`config.mk`:
```
export PLATFORM = sky130hd
export DESIGN_NAME = gate_exerciser
export DESIGN_NICKNAME = d
export VERILOG_FILES = /design/src/rtl/gate_exerciser.sv
export SDC_FILE = /design/constraint.sdc
export NUM_CORES = 1
export LEC_CHECK = 0
export CAP_MARGIN = 20
export CORE_MARGIN = 3
export CORE_UTILIZATION = 63
export CTS_CLUSTER_DIAMETER = 150
export CTS_CLUSTER_SIZE = 14
export DETAILED_ROUTE_END_ITERATION = 10
export DONT_BUFFER_PORTS = 1
export PLACE_DENSITY_LB_ADDON = 0.12
export SLEW_MARGIN = 10
export SYNTH_ARGS = -nofsm -noshare
export SYNTH_HDL_FRONTEND = slang
export SYNTH_SLANG_ARGS = --single-unit
```
`constraint.sdc`:
```
create_clock -name clk -period 4.3 [get_ports clk]
set_input_delay 0.43 -clock clk [delete_from_list [all_inputs] [get_ports clk]]
set_output_delay 0.43 -clock clk [all_outputs]
set_load 0.02 [all_outputs]
```
`src/rtl/gate_exerciser.sv`:
```
// Sweeps a two-input gate through 00,01,10,11, checks its synchronized output against a
// selected truth table. Optional mismatch counter: define GATE_EXERCISER_ERRCNT_EN.
module gate_exerciser #(
  parameter int unsigned SETTLE_CYCLES = 4
) (
  input  logic       clk,
  input  logic       rst,
  input  logic       start,
  input  logic [2:0] func,
  input  logic       c_in,
  output logic       a_out,
  output logic       b_out,
  output logic       busy,
  output logic       done,
  output logic       pass,
  output logic [3:0] fail_vec,
  output logic [7:0] err_cnt
);

  // Two synchronizer stages need at least three cycles per vector to settle.
  localparam int unsigned Settle = (SETTLE_CYCLES < 3) ? 3 : SETTLE_CYCLES;
  localparam int unsigned CntW   = $clog2(Settle + 1);

  typedef enum logic {StIdle, StRun} state_e;

  state_e            r_state, w_state_nxt;
  logic [1:0]        r_sync;
  logic [2:0]        r_func, w_func_nxt;
  logic [1:0]        r_k, w_k_nxt;
  logic [CntW-1:0]   r_cnt, w_cnt_nxt;
  logic              r_done, w_done_nxt;
  logic              r_pass, w_pass_nxt;
  logic [3:0]        r_fail_vec, w_fail_nxt;
  logic              w_last;
  logic              w_expect;
  logic              w_mismatch;

  always_comb begin
    w_expect = 1'b0;
    unique case (r_func)
      3'd0: w_expect = r_k[1] & r_k[0];
      3'd1: w_expect = r_k[1] | r_k[0];
      3'd2: w_expect = r_k[1] ^ r_k[0];
      3'd3: w_expect = ~(r_k[1] & r_k[0]);
      3'd4: w_expect = ~(r_k[1] | r_k[0]);
      3'd5: w_expect = ~(r_k[1] ^ r_k[0]);
      3'd6: w_expect = 1'b0;
      3'd7: w_expect = 1'b1;
      default: w_expect = 1'b0;
    endcase
  end

  assign w_last     = (r_cnt == CntW'(Settle - 1));
  assign w_mismatch = (r_state == StRun) && w_last && (r_sync[1] != w_expect);

  always_comb begin
    w_state_nxt = r_state;
    w_func_nxt  = r_func;
    w_k_nxt     = r_k;
    w_cnt_nxt   = r_cnt;
    w_done_nxt  = 1'b0;
    w_pass_nxt  = r_pass;
    w_fail_nxt  = r_fail_vec;
    unique case (r_state)
      StIdle: begin
        if (start) begin
          w_state_nxt = StRun;
          w_func_nxt  = func;
          w_k_nxt     = 2'd0;
          w_cnt_nxt   = '0;
          w_pass_nxt  = 1'b0;
          w_fail_nxt  = 4'b0000;
        end
      end
      StRun: begin
        if (w_last) begin
          w_cnt_nxt = '0;
          if (w_mismatch) w_fail_nxt[r_k] = 1'b1;
          if (r_k == 2'd3) begin
            w_state_nxt = StIdle;
            w_done_nxt  = 1'b1;
            w_pass_nxt  = (w_fail_nxt == 4'b0000);
          end else begin
            w_k_nxt = r_k + 2'd1;
          end
        end else begin
          w_cnt_nxt = r_cnt + CntW'(1);
        end
      end
      default: w_state_nxt = StIdle;
    endcase
  end

  always_ff @(posedge clk or posedge rst) begin
    if (rst) begin
      r_state <= StIdle;
    end else begin
      r_state <= w_state_nxt;
    end
  end

  always_ff @(posedge clk or posedge rst) begin
    if (rst) begin
      r_sync     <= 2'b00;
      r_func     <= 3'd0;
      r_k        <= 2'd0;
      r_cnt      <= '0;
      r_done     <= 1'b0;
      r_pass     <= 1'b0;
      r_fail_vec <= 4'b0000;
    end else begin
      r_sync     <= {r_sync[0], c_in};
      r_func     <= w_func_nxt;
      r_k        <= w_k_nxt;
      r_cnt      <= w_cnt_nxt;
      r_done     <= w_done_nxt;
      r_pass     <= w_pass_nxt;
      r_fail_vec <= w_fail_nxt;
    end
  end

`ifdef GATE_EXERCISER_ERRCNT_EN
  logic [7:0] r_err_cnt;

  always_ff @(posedge clk or posedge rst) begin
    if (rst) begin
      r_err_cnt <= 8'h00;
    end else if (w_mismatch && (r_err_cnt != 8'hFF)) begin
      r_err_cnt <= r_err_cnt + 8'd1;
    end
  end

  assign err_cnt = r_err_cnt;
`else
  assign err_cnt = 8'h00;
`endif

  assign busy     = (r_state == StRun);
  assign a_out    = busy & r_k[1];
  assign b_out    = busy & r_k[0];
  assign done     = r_done;
  assign pass     = r_pass;
  assign fail_vec = r_fail_vec;

endmodule

```
==> results of run 1 <==
[worst max-delay path: stages (launching register included)]
cell	delay (ps)
dfrtp_1	440
inv_1	90
ha_1	360
nand2b_4	50
a221o_1	290
o21ai_2	150
xor2_2	250
a32o_1	210
[sequential cells by signal (all words and copies together) (netlist names)]
register  count
r_k           2
fail_vec      4
pass          1
busy          1
r_func        3
done          1
r_cnt         3
r_sync        2
[power breakdown]
group	internal (mW)	leakage [nW]	switching (mW)	total [mW]
Combinational	0.123	0.192	0.138	0.261
Clock	0.0360	0.0150	0.0465	0.0824
Sequential	0.219	0.208	0.0920	0.311
Total	0.378	0.414	0.277	0.655
[area by class of cell]
type / instances / area [sq um] / area share, %
clock buffer: 4 / 26.3 / 3.07
sequential: 17 / 425 / 49.7
inverter: 6 / 22.5 / 2.63
multi-input combinational: 50 / 364 / 42.5
tap: 14 / 17.5 / 2.05
[path summary, 6_finish.rpt]
path | startpoint | endpoint | cells past startpoint
max reg2reg | r_k[0] | fail_vec[0] | 7
max in group asynchronous | rst | r_cnt[2] | 1
min | rst | pass | 1
min in group clk | c_in | r_sync[0] | 0
min reg2reg | r_sync[0] | r_sync[1] | 0
max | r_k[0] | fail_vec[0] | 7
[routing by layer]
| metal | track usage (%) | share of wire [%] | vias up |
|---|---|---|---|
| met5 | 0 | 0 | - |
| met4 | 5.59 | 0.97 | 0 |
| met3 | 6.78 | 8.4 | 2 |
| met2 | 21.0 | 41 | 22 |
| met1 | 19.3 | 50 | 247 |
| li1 | - | - | 248 |
[metrics by stage]
stage / total power [mW] / util [%]
floorplan: 0.535 / -
CTS: 0.660 / 72.2
detailed placement: 0.576 / 69.9
global placement: 0.570 / 69.9
global route: 0.710 / 72.2
finish: 0.655 / 72.2
[logic make-up (layout without fill, tap and decap cells)]
logic type | after synthesis | count (layout) | synth area share (%)
AO/OA/AOI/OAI | 12 | 12 | 11.5
XOR/XNOR | 1 | 1 | 1.92
adder cells (fa/ha/maj) | 5 | 5 | 7.36
buffers and inverters | 15 | 10 | 10.2
flip-flops | 17 | 17 | 50.1
multiplexers | 5 | 5 | 6.33
other | 1 | 8 | 0.441
AND/OR/NAND/NOR | 19 | 19 | 12.2
[cell usage after synthesis, types with 2 or more instances]
cell type and n:
dfrtp_1 17, buf_4 8, nand2_1 7, inv_1 6, ha_1 5, a32o_1 3, mux2_2 3, o21ai_0 3
a22o_1 2, and2_1 2, mux2i_1 2, nor2_1 2
==> impl_results.md, run 1 <==
- First-pass GRT wire length: 1990 um
- Syn Std Cell Area: 850 sq um
- Vias: 519
- Flop and latch count out of synthesis: 17
- WL final: 1240 um
- CTS resizes: 0
- Outcome: complete, no violations
- Area delta synth->final: 0.736%
- DR iter-0 viols: 9
- Distinct cells, synth: 27
- Ys async rst share: 100%
- CP Capture Type: register
- Tmin final: 1910 ps
- Reg clk slew, reported paths: 90 ps
- Largest net degree at the start of global routing: 18
- Most common cell after layout, fill and taps aside: dfrtp_1
- Data arrival, critical path: 2130 ps
- Die height: 42.7 um
- Synth Instances: 75
- Final instance area: 856 sq um
- Final Non-Filler Cells: 91
- Antenna violations before repair: 0
- Placeable Area: 0.00119 sq mm
- Crit path kind: reg2reg
- Ys flop type: dfrtp_1
- Placed cell area: 830 sq um
- Rel. slew slack: 58.3%
- GRT Total Usage: 14.7%
- Fin. max-slew vios: 0
- Most frequent cells in the layout: dfrtp_1 (17), conb_1 (8), nand2_1 (7)
- Static Leakage: 0.414 nW
- Setup ws final: 2390 ps
- Seq/Total Area, Yosys: 50.1%
- Final Hold Vio Count: 0
- CP startpoint kind: register
- Num CTS Buffers: 3
- Via count of the first global-routing pass: 469
- Die area: 0.00183 sq mm
- Syn avg cell area: 11.3 sq um
- Synthesis Warnings: 0
- Post-CTS setup buffers: 0
- Hold slack final: 105 ps
- Ranking of synthesized cells by area: dfrtp_1 (50%), ha_1 (7.4%), buf_4 (7.1%), mux2_2 (4.0%), a32o_1 (3.5%)
- Max FO, Critical Path: 6
- Skew-Pair Late Insertion Delay: 280 ps
- Post-route clock period utilization: 44.3%
- Share of layout cells above drive strength 1: 11.7%
- TNS Setup: 0 ps
- Placed insts: 87
- Global route total overflow: 0
- Peak Freq: 524 MHz
- Filler Cell Count: 84
- DIE WIDTH: 42.7 um
- Top Ports: 24
- Power per cell area: 765 mW/mm^2
- Max Root-Sink Buffers: 2
- Number of flops mapped to enable cells by yosys: 0
- Nets@finish: 90
- Hold WC Path Type: in2async
- Final ANT Viol Nets: 0
- Wire per inst: 13.6 um
- Clock sink count: 17
- Cell row count: 12
- Routability cong.: 0.770
- DRT Pass-1 Iters: 3
- Initial Util: 71.6%
- DR DRC count: 0
- PortBufs: 0
- Maximum vdd drop: 523 uV
- Setup-failing EPs final: 0
- RSZ-0062 raised after global routing: no
- CTS hold repair buffers: 0
- Root Buffer Master: clkbuf_4
- Max-Cap Viols: 0
- Dpl ws: 2400 ps
- H-Tree Depth: 1
- Worst R2R Setup Slack: 2390 ps
- Top cell type's share of synthesized area: 50.1%
- Ant diodes: 0
- Via/cell ratio: 5.70
- HPWL after DPL: 915 um
- CTS tree: built
- Worst Max-Slew Pin Slew: 625 ps
- Dominant cell type by area after synthesis: dfrtp_1
- Crit path required time: 4520 ps
- Skew final: 3.55 ps
Power figures use the tool's default switching activity.
==> inputs of run 2 (changes only) <==
CORE_UTILIZATION = 53   (was 63)
clock period = 1.6 ns   (was 4.3 ns; I/O delays follow)
==> impl_results.md, run 2 (synthesized netlist as in run 1, its figures left out) <==
- Outcome: finished with violations
- Failing checks: negative setup slack
- Cell row count: 13
- Worst path slowest cell: dfrtp_1
- RSZ-0062 raised after global routing: yes
- Slowest stage delay, CP: 390 ps
- Largest net degree at the start of global routing: 18
- CP Buf/Inv Count: 1
- Power per cell area: 2070 mW/mm^2
- Overall Power: 2.01 mW
- Setup ws final: -136 ps
- Tmin final: 1740 ps
- Global route total overflow: 0
- PortBufs: 0
- Static Leakage: 0.468 nW
- Routability cong.: 0.774
- Crit path required time: 1830 ps
- Hold slack final: 18.3 ps
- Final ANT Viol Nets: 0
- Die height: 46.0 um
- Data arrival, critical path: 1970 ps
- Placeable Area: 0.00140 sq mm
- Max reg flops: 4
- Fin. max-slew vios: 0
- Max-Cap Viols: 0
- Num CTS Buffers: 3
- Clock sink count: 17
- Most frequent cells in the layout: dfrtp_1 (17), buf_4 (9), conb_1 (8)
- Nets@finish: 101
- First-pass GRT wire length: 2440 um
- H-Tree Depth: 1
- HPWL after DPL: 1120 um
- Rel. slew slack: 57.9%
- Delay-heaviest family, CP: compound AO/OA/AOI/OAI gates
- Area delta synth->final: 14.0%
- Antenna violations before repair: 0
- Setup-failing EPs final: 5
- Sequence of cells on the critical path: inv_2, ha_4, nand2b_4, a221o_1, o21ai_2, xor2_2, a32o_1
- CP Capture Type: register
- DR DRC count: 0
- Hold WC Path Type: in2reg
- Top Ports: 24
- Initial Util: 60.7%
- Max Root-Sink Buffers: 2
- WL final: 1460 um
- Wire per inst: 14.2 um
- Ant diodes: 0
- Worst Max-Slew Pin Slew: 631 ps
- Maximum vdd drop: 1200 uV
- DRT Pass-1 Iters: 4
- DIE WIDTH: 46.0 um
- Post-CTS setup buffers: 0
- GRT Total Usage: 17.1%
- DR iter-0 viols: 8
- Max FO, Critical Path: 5
- Reg clk slew, reported paths: 110 ps
- Most common cell after layout, fill and taps aside: dfrtp_1
- Skew final: 11.2 ps
- Share of layout cells above drive strength 1: 28.4%
- Crit path kind: reg2reg
- Post-route clock period utilization: 108%
- Die area: 0.00212 sq mm
- Peak Freq: 576 MHz
- CP startpoint kind: register
- Skew-Pair Late Insertion Delay: 300 ps
- Final Hold Vio Count: 0
- Via/cell ratio: 5.41
- CTS tree: built
- Via count of the first global-routing pass: 558
- Vias: 557
- Root Buffer Master: clkbuf_4
==> run 2: changes by cell type in the layout (fill, tap and decap cells not counted), moves of 2 or more <==
cell,delta
inv_2,+2
dlygate4sd3_1,+2
ha_1,-2
buf_4,+9
inv_1,-2
==> run 2: routing by layer <==
metal / global-route usage (%) / vias to the layer above / wire length, um
met1: 21.2 / 264 / 669
met4: 10.2 / 0 / 34
met3: 4.74 / 4 / 94
met5: 0 / - / 0
met2: 26.1 / 21 / 665
li1: - / 268 / -
==> run 2: path summary, 6_finish.rpt <==
path | slack, ps | endpoint | start | cells after the start
min in group asynchronous | 380 | done | rst | 2
max reg2reg | -140 | fail_vec[0] | r_k[1] | 7
max | -140 | fail_vec[0] | r_k[1] | 7
min | 20 | r_func[2] | func[2] | 1
max in group asynchronous | 800 | fail_vec[0] | rst | 2
min reg2reg | 360 | r_sync[1] | r_sync[0] | 0
==> run 2: cell type report <==
type / count / area, sq um
clock inverter: 1 / 5.00
timing repair buffer: 11 / 87.6
clock buffer: 3 / 22.5
inverter: 6 / 22.5
fill: 109 / 430
tap: 15 / 18.8
multi-input combinational: 50 / 387
sequential: 17 / 425
==> run 2: report_power, final <==
group          leakage [nW]  internal (mW)  switching, mW
registers             0.208          0.590          0.217
logic                 0.243          0.506          0.463
clock network        0.0177         0.0931          0.138
total                 0.468           1.19          0.818
==> run 2: timing repair <==
item	4_1_cts	5_1_grt
setup endpoints to repair	5	7
hold endpoints to repair	18	0
pin swaps	4	4
resized for setup	2	2
hold buffers	2	0
gates cloned	0	0
==> run 2: metrics by stage <==
step / setup TNS [ps] / instances / cell area, sq um / setup WS (ps) / util, %
5_1_grt: -1010 / 103 / 968 / -230 / 69.2
4_1_cts: -567 / 103 / 963 / -138 / 68.9
2_1_floorplan: -415 / 82 / 888 / -99.1 / -
3_3_place_gp: -272 / 97 / 911 / -69.5 / 65.1
3_5_place_dp: -530 / 97 / 911 / -125 / 65.1
6_report: -553 / 103 / 968 / -136 / 69.2
==> inputs of run 3 (changes only) <==
clock period = 1.4 ns   (was 1.6 ns; I/O delays follow)
==> impl_results.md, run 3 (synthesized netlist as in run 1, its figures left out) <==
- Clock sink count: 17
- Die height: 46.0 um
- Hold path startpoint: func[1]
- Data arrival, critical path: 1960 ps
- Share of layout cells above drive strength 1: 34.0%
- DIE WIDTH: 46.0 um
- DR iter-0 viols: 12
- Crit path required time: 1630 ps
- Skew-Pair Late Insertion Delay: 290 ps
- Nets@finish: 110
- Crit path kind: reg2reg
- CP Capture Type: register
- First-pass GRT wire length: 2370 um
- Placed insts: 102
- PortBufs: 0
- RSZ-0062 raised after global routing: yes
- Worst R2R Start: r_k[0]
- WL final: 1460 um
- Max reg flops: 4
- Top Ports: 24
- Most common cell after layout, fill and taps aside: dfrtp_1
- Failing checks: negative setup slack
- Num CTS Buffers: 3
- Max-Cap Viols: 0
- Final Hold Vio Count: 0
- GRT Total Usage: 16.1%
- Maximum vdd drop: 1490 uV
- Power per cell area: 2340 mW/mm^2
- Ant diodes: 0
- Global route total overflow: 0
- DR DRC count: 0
- Most frequent cells in the layout: dfrtp_1 (17), buf_4 (16), conb_1 (8)
- Root Buffer Master: clkbuf_4
- Cell row count: 13
- Wire per inst: 13.0 um
- Final Non-Filler Cells: 112
- Tmin final: 1730 ps
- Skew final: 2.68 ps
- Largest net degree at the start of global routing: 18
- Rel. slew slack: 58.3%
- Static Leakage: 0.510 nW
- Initial Util: 60.7%
- Sequence of cells on the critical path: inv_2, ha_4, nand2b_4, a221o_1, o21ai_2, xor2_2, a32o_1
- Placeable Area: 0.00140 sq mm
- CP Buf/Inv Count: 1
- Peak Freq: 578 MHz
- CTS tree: built
- Hold WC Path Type: in2reg
- Antenna violations before repair: 0
- CP startpoint kind: register
- Die area: 0.00212 sq mm
- TNS Setup: -1580 ps
- Reg clk slew, reported paths: 90 ps
- DRT Pass-1 Iters: 4
- Slowest stage delay, CP: 370 ps
- HPWL after DPL: 1050 um
- Filler Cell Count: 100
- Post-route clock period utilization: 124%
- Outcome: finished with violations
- Area delta synth->final: 24.0%
- Worst Max-Slew Pin Slew: 624 ps
- Routability cong.: 0.735
- Setup crit start: r_k[0]
- Dpl ws: -326 ps
- H-Tree Depth: 1
- Worst path slowest cell: dfrtp_1
- Delay-heaviest family, CP: compound AO/OA/AOI/OAI gates
- Final ANT Viol Nets: 0
- Via count of the first global-routing pass: 563
- Via/cell ratio: 5.34
- Fin. max-slew vios: 0
- Setup ws final: -329 ps
- Setup-failing EPs final: 5
- Max FO, Critical Path: 5
- Vias: 598
- Max Root-Sink Buffers: 2
-- run 3: changes by cell type in the layout (fill, tap and decap cells not counted), sizes merged --
cell         before  now
buf               9   16
clkinv            1    0
clkbuf            3    4
dlygate4sd3       2    4
-- run 3: layout make-up --
type | instances | area (sq um) | area share [%]
inverters | 6 | 22.5 | 2.14
clock buffers | 4 | 26.3 | 2.49
repair buffers | 20 | 160 | 15.2
flip-flops and latches | 17 | 425 | 40.4
well taps | 15 | 18.8 | 1.78
multi-input cells | 50 | 400 | 38.0
-- run 3: through the flow --
stage | hold slack (ps) | power (mW) | area (sq um) | utilization (%)
after global routing | 1.12 | 2.66 | 1050 | 75.3
after floorplan | 66.1 | 1.70 | 895 | -
after detailed placement | 143 | 2.10 | 953 | 68.2
after global placement | 145 | 2.08 | 953 | 68.2
after CTS | 0.185 | 2.39 | 1030 | 73.6
final | 2.63 | 2.47 | 1050 | 75.3
-- run 3: report_power, final --
part	switching [mW]	internal (mW)	total (mW)
sequential	0.155	0.674	0.829
clock	0.148	0.111	0.259
combinational	0.666	0.716	1.38
total	0.969	1.50	2.47
-- run 3: path summary, 6_finish.rpt --
path | end | slack, ps | cells after the start
worst max-delay path | fail_vec[2] | -330 | 7
worst min-delay path | r_func[1] | 3 | 1
worst max register to register | fail_vec[2] | -330 | 7
worst min register to register | r_sync[1] | 360 | 0
max in group asynchronous | pass | 640 | 2
min in group asynchronous | r_cnt[0] | 360 | 2
-- run 3: repair_timing --
action                                  in CTS  in global routing
endpoints found under the setup margin       6                  7
resized for setup                            2                  5
hold buffers                                 4                  0
pin swaps                                    0                  7
endpoints found under the hold margin       20                  0
setup buffers                                1                  1
-- run 3: worst register-to-register path: cells and delay by family (launching register included) --
kind	cells	cell delay, ps
XOR/XNOR	1	250
buffers and inverters	1	60
adder cells (fa/ha/maj)	1	280
AND/OR/NAND/NOR	1	50
AO/OA/AOI/OAI	3	680
flip-flops	1	370
-- run 3: metal layers --
| layer | global-route usage [%] | vias up | part of all wire (%) |
|---|---|---|---|
| met5 | 0 | - | 0 |
| met4 | 5.11 | 0 | 1.2 |
| met3 | 6.72 | 2 | 8.3 |
| met2 | 28.0 | 23 | 49 |
| met1 | 17.4 | 284 | 41 |
| li1 | - | 289 | - |
